`src/rtl/seq_divider_16.sv`:
```
// Sequential restoring divider: 2*W-bit dividend / W-bit divisor, one quotient bit per clock.
// Optional: define DIV_OVERFLOW_CHECK_EN for quotient-overflow detection and W-cycle runs.
module seq_divider_16 #(
    parameter int W = 8
) (
    input  logic           clk,
    input  logic           rst_n,
    input  logic           start,
    input  logic [2*W-1:0] dividend,
    input  logic [W-1:0]   divisor,
    output logic           busy,
    output logic           done,
    output logic [W-1:0]   quotient,
    output logic [W-1:0]   remainder,
    output logic           dbz,
    output logic           ovf
);

`ifdef DIV_OVERFLOW_CHECK_EN
    localparam int N = W;
`else
    localparam int N = 2 * W;
`endif
    localparam int CW = $clog2(2 * W);
    localparam logic [CW-1:0] CNT_INIT = CW'(N - 1);

    typedef enum logic [1:0] {
        IDLE = 2'd0,
        RUN  = 2'd1,
        FIN  = 2'd2
    } state_t;

    state_t         state_q, state_d;
    logic [2*W-1:0] dvd_q, dvd_d;
    logic [W-1:0]   dvs_q, dvs_d;
    logic [W-1:0]   pr_q, pr_d;
    logic [W-1:0]   qw_q, qw_d;
    logic [CW-1:0]  cnt_q, cnt_d;
    logic           skip_q, skip_d;
    logic           zp_q, zp_d;
    logic [W-1:0]   quo_q, quo_d;
    logic [W-1:0]   rem_q, rem_d;
    logic           dbz_q, dbz_d;
    logic           ovf_q, ovf_d;

    logic [W:0]     pr_sh;
    logic [W:0]     diff;
    logic           ge;
    logic [W-1:0]   pr_nx;
    logic [W-1:0]   qw_nx;
    logic           is_zero;
    logic           is_ovf;

    // One restoring step: partial remainder stays below the divisor, so the
    // borrow bit of the W+1-bit difference alone decides the quotient bit.
    always_comb begin
        pr_sh = {pr_q, dvd_q[2*W-1]};
        diff  = pr_sh - {1'b0, dvs_q};
        ge    = ~diff[W];
        pr_nx = ge ? diff[W-1:0] : pr_sh[W-1:0];
        qw_nx = {qw_q[W-2:0], ge};
    end

    // Special-case detection on the operands presented with start.
    always_comb begin
        is_zero = (divisor == '0);
`ifdef DIV_OVERFLOW_CHECK_EN
        is_ovf = ~is_zero && (dividend[2*W-1:W] >= divisor);
`else
        is_ovf = 1'b0;
`endif
    end

    // Next-state and datapath update; results only move on FIN entry.
    always_comb begin
        state_d = state_q;
        dvd_d   = dvd_q;
        dvs_d   = dvs_q;
        pr_d    = pr_q;
        qw_d    = qw_q;
        cnt_d   = cnt_q;
        skip_d  = skip_q;
        zp_d    = zp_q;
        quo_d   = quo_q;
        rem_d   = rem_q;
        dbz_d   = dbz_q;
        ovf_d   = ovf_q;
        unique case (state_q)
            RUN: begin
                if (skip_q) begin
                    state_d = FIN;
                    skip_d  = 1'b0;
                    quo_d   = qw_q;
                    rem_d   = pr_q;
                    dbz_d   = zp_q;
                    ovf_d   = ~zp_q;
                end else begin
                    dvd_d = {dvd_q[2*W-2:0], 1'b0};
                    pr_d  = pr_nx;
                    qw_d  = qw_nx;
                    cnt_d = cnt_q - 1'b1;
                    if (cnt_q == '0) begin
                        state_d = FIN;
                        quo_d   = qw_nx;
                        rem_d   = pr_nx;
                    end
                end
            end
            IDLE, FIN: begin
                state_d = IDLE;
                if (start) begin
                    state_d = RUN;
                    dvs_d   = divisor;
                    cnt_d   = CNT_INIT;
                    dbz_d   = 1'b0;
                    ovf_d   = 1'b0;
                    zp_d    = is_zero;
                    dvd_d   = dividend;
                    if (is_zero || is_ovf) begin
                        skip_d = 1'b1;
                        pr_d   = dividend[W-1:0];
                        qw_d   = '1;
                    end else begin
                        skip_d = 1'b0;
                        qw_d   = '0;
`ifdef DIV_OVERFLOW_CHECK_EN
                        pr_d  = dividend[2*W-1:W];
                        dvd_d = {dividend[W-1:0], {W{1'b0}}};
`else
                        pr_d  = '0;
`endif
                    end
                end
            end
            default: state_d = IDLE;
        endcase
    end

    // State register; reset abandons any running operation.
    always_ff @(posedge clk or negedge rst_n) begin
        if (!rst_n) state_q <= IDLE;
        else        state_q <= state_d;
    end

    // Datapath and result registers.
    always_ff @(posedge clk or negedge rst_n) begin
        if (!rst_n) begin
            dvd_q  <= '0;
            dvs_q  <= '0;
            pr_q   <= '0;
            qw_q   <= '0;
            cnt_q  <= '0;
            skip_q <= 1'b0;
            zp_q   <= 1'b0;
            quo_q  <= '0;
            rem_q  <= '0;
            dbz_q  <= 1'b0;
            ovf_q  <= 1'b0;
        end else begin
            dvd_q  <= dvd_d;
            dvs_q  <= dvs_d;
            pr_q   <= pr_d;
            qw_q   <= qw_d;
            cnt_q  <= cnt_d;
            skip_q <= skip_d;
            zp_q   <= zp_d;
            quo_q  <= quo_d;
            rem_q  <= rem_d;
            dbz_q  <= dbz_d;
            ovf_q  <= ovf_d;
        end
    end

    assign busy      = (state_q == RUN) && !skip_q;
    assign done      = (state_q == FIN);
    assign quotient  = quo_q;
    assign remainder = rem_q;
    assign dbz       = dbz_q;
    assign ovf       = ovf_q;

endmodule

```
`config.mk`:
```
export PLATFORM = sky130hd
export DESIGN_NAME = seq_divider_16
export DESIGN_NICKNAME = d
export VERILOG_FILES = /design/src/rtl/seq_divider_16.sv
export SDC_FILE = /design/constraint.sdc
export NUM_CORES = 1
export LEC_CHECK = 0
export ABC_AREA = 1
export BUFFER_PORTS_ARGS = -buffer_cell sky130_fd_sc_hd__buf_4
export CAP_MARGIN = 20
export CORE_UTILIZATION = 30
export DETAILED_ROUTE_END_ITERATION = 7
export PLACE_DENSITY = 0.56
export SETUP_SLACK_MARGIN = 0.3
export SYNTH_ARGS = -nofsm -noshare
export SYNTH_HDL_FRONTEND = slang
export SYNTH_SLANG_ARGS = --single-unit
```
`constraint.sdc`:
```
create_clock -name clk -period 2.4 [get_ports clk]
set_input_delay 0.24 -clock clk [delete_from_list [all_inputs] [get_ports clk]]
set_output_delay 0.24 -clock clk [all_outputs]
set_load 0.05 [all_outputs]
```
==> flow_summary.ini <==
[yosys]
syn_nets = 481
synth_cell_types = 34
netlist_area_mm2 = 0.00346
avgSynthCellArea_um2 = 7.80
ys_top_cells_by_area = dfrtp_1 (48%), nand2_1 (15%), nor2_1 (6.5%)
yosys.area.top_type = dfrtp_1
synthCells = 444
netlist.area_leader.share_pct = 47.7
synth-seq-cells = 66
ys.flop_type = dfrtp_1
ys_warn_count = 0
synth_edf_count = 0
ys_seq_area_share_pct = 47.7
async_reset_ff_share_pct = 100

[die]
ios = 47
initial_utilization_pct = 31.4
die_w_um = 109
core_mm2 = 0.0110
die_h_um = 109
dieArea_mm2 = 0.0120
core.rowCount = 38

[global_routing]
grt_util_all_layers_pct = 15.8
grt_max_degree = 67
grt_pass1_vias = 2962
grt_pass1_wl_um = 14300
overflow = 0
antenna_found_initial = 0

[placed_design]
place_congestion = 0.776
dpl.hpwl_um = 6050
port-buffer-count = 46

[timing]
period_needed_ps = 2050
finalCritPeriodShare_pct = 85.6
fin_hold_ws_ps = 15.2
max_freq_ghz = 0.487
tightest_slew_ps = 859
slew_headroom_pct = 42.7
setup_viol = 0
slew_viol_final = 0
rsz0062_at_grt = no
tns_ps = 0
clock_skew_ps = 7.66
finalHoldViolCount = 0

[clock_network]
numCtsBuffers = 9
clk_pin_slew_worst_paths_ps = 60
clk_latency_ps = 340
cts-hold-fix-buffers = 0
cts_tree = built
cts-root-buf = clkbuf_16
cts.sinks = 66
htree_levels = 3
cts_buffer_depth = 2

[setup_path]
end_kind = flop
path_max_fanout = 2
worstReg2RegStart = dvd_q[15]$_DFFE_PN0P_
reg2reg_to = remainder[6]$_DFFE_PN0P_
arrival_ps = 2280
criticalPathCategory = reg -> reg
rr_worst_depth = 15
required_ps = 2630
rrSetupSlack_ps = 350
start_kind = flop

[final_layout]
antenna_cells = 0
final_layout_size_suffix_gt1_share_pct = 20.6
final_cell_mix = nand2_1 (132), dfrtp_1 (66), nor2_1 (59), buf_4 (57), inv_1 (32)
multi_input_area_mm2 = 0.00164
final_net_count = 532
fin_util_pct = 39.7
seq_area_mm2 = 0.00165
final_common_cell = nand2_1
fillers = 1162
area_delta_synth_final_pct = 26.4

[drt]
wl_per_cell_um = 13.7
drt-total-wl_um = 8770
drtIter0Drc = 176
num_vias = 3047
route.detailed.drc = 0
postRouteAntennaNets = 0
first_pass_iters = 4
drt-vias-per-instance = 4.76

[run]
drv_cap = 0

[status]
status = finished, final reports clean

[min_path]
min-delay-path-class = in -> async
-- state kept, by name, summed over array words and instances, names as in the netlist --
register / flops
skip_q: 1
dvd_q: 16
zp_q: 1
pr_q: 8
cnt_q: 4
dbz: 1
quotient: 8
dvs_q: 8
remainder: 8
state_q: 2
ovf: 1
qw_q: 8
-- logic make-up after synthesis --
family	count (synthesis)	share of synthesized area, %
buffers and inverters	57	7.34
adder cells (fa/ha/maj)	10	3.83
XOR/XNOR	3	0.759
AO/OA/AOI/OAI	73	12.2
AND/OR/NAND/NOR	235	28.2
flip-flops	66	47.7
-- critical path, stage by stage, from the launching register on --
cell	delay, ps
dfrtp_1	380
inv_1	80
ha_2	170
inv_2	50
fa_2	390
nand2_2	90
nand2_4	60
buf_6	120
nand3b_1	100
nand2_1	60
nand2_1	50
nand2_1	50
nand2_1	70
nand2_2	60
o21ai_1	140
nand2_1	60
-- cell usage after synthesis (all sizes together), types with 2 or more instances --
cell type  count
nand2        142
dfrtp         66
nor2          62
inv           38
nand3         25
o21ai         25
a21oi         21
a31oi         18
buf           12
ha             9
clkbuf         7
o22ai          5
a22oi          2
nand3b         2
or2            2
xnor2          2
-- worst max path at each step --
stage	end	slack (ps)	from	cells after the start
global placement	remainder[7]$_DFFE_PN0P_	360	dvd_q[15]$_DFFE_PN0P_	14
floorplan	remainder[7]$_DFFE_PN0P_	490	dvd_q[15]$_DFFE_PN0P_	14
finish	remainder[6]$_DFFE_PN0P_	350	dvd_q[15]$_DFFE_PN0P_	15
CTS	remainder[5]$_DFFE_PN0P_	350	dvd_q[15]$_DFFE_PN0P_	14
global route	pr_q[4]$_DFFE_PN0P_	230	dvd_q[15]$_DFFE_PN0P_	13
detailed placement	remainder[7]$_DFFE_PN0P_	250	dvd_q[15]$_DFFE_PN0P_	14
-- metrics by stage --
| stage | area, µm² | setup WS (ps) | instances |
|---|---|---|---|
| 3_5_place_dp | 3930 | 250 | 618 |
| 2_1_floorplan | 3460 | 489 | 444 |
| 3_3_place_gp | 3930 | 362 | 618 |
| 4_1_cts | 4260 | 354 | 634 |
| 5_1_grt | 4380 | 227 | 640 |
| 6_report | 4380 | 347 | 640 |
-- layer usage --
metal | up-vias | global-route usage [%] | share of wire, %
li1 | 1542 | - | -
met1 | 1422 | 21.2 | 48
met2 | 67 | 24.8 | 45
met3 | 16 | 2.55 | 4.2
met4 | 0 | 7.62 | 2.5
met5 | - | 0 | 0
-- timing repair --
action | in CTS | in global routing
setup buffers | 0 | 5
pin swaps | 0 | 12
hold endpoints to repair | 0 | 0
cloned | 0 | 1
endpoints found under the setup margin | 5 | 16
gates resized for setup | 3 | 22
-- cell type report --
cell class | count | share of cell area, %
Sequential cell | 66 | 37.7
Multi-Input combinational cell | 322 | 37.4
Timing Repair Buffer | 58 | 10.0
Clock buffer | 9 | 5.15
Tap cell | 140 | 4.00
Inverter | 38 | 3.43
Clock inverter | 7 | 2.29
Power is left out: the tool's default activity adds up to more than one toggle a clock period on the data nets, which glitch-free logic cannot reach.
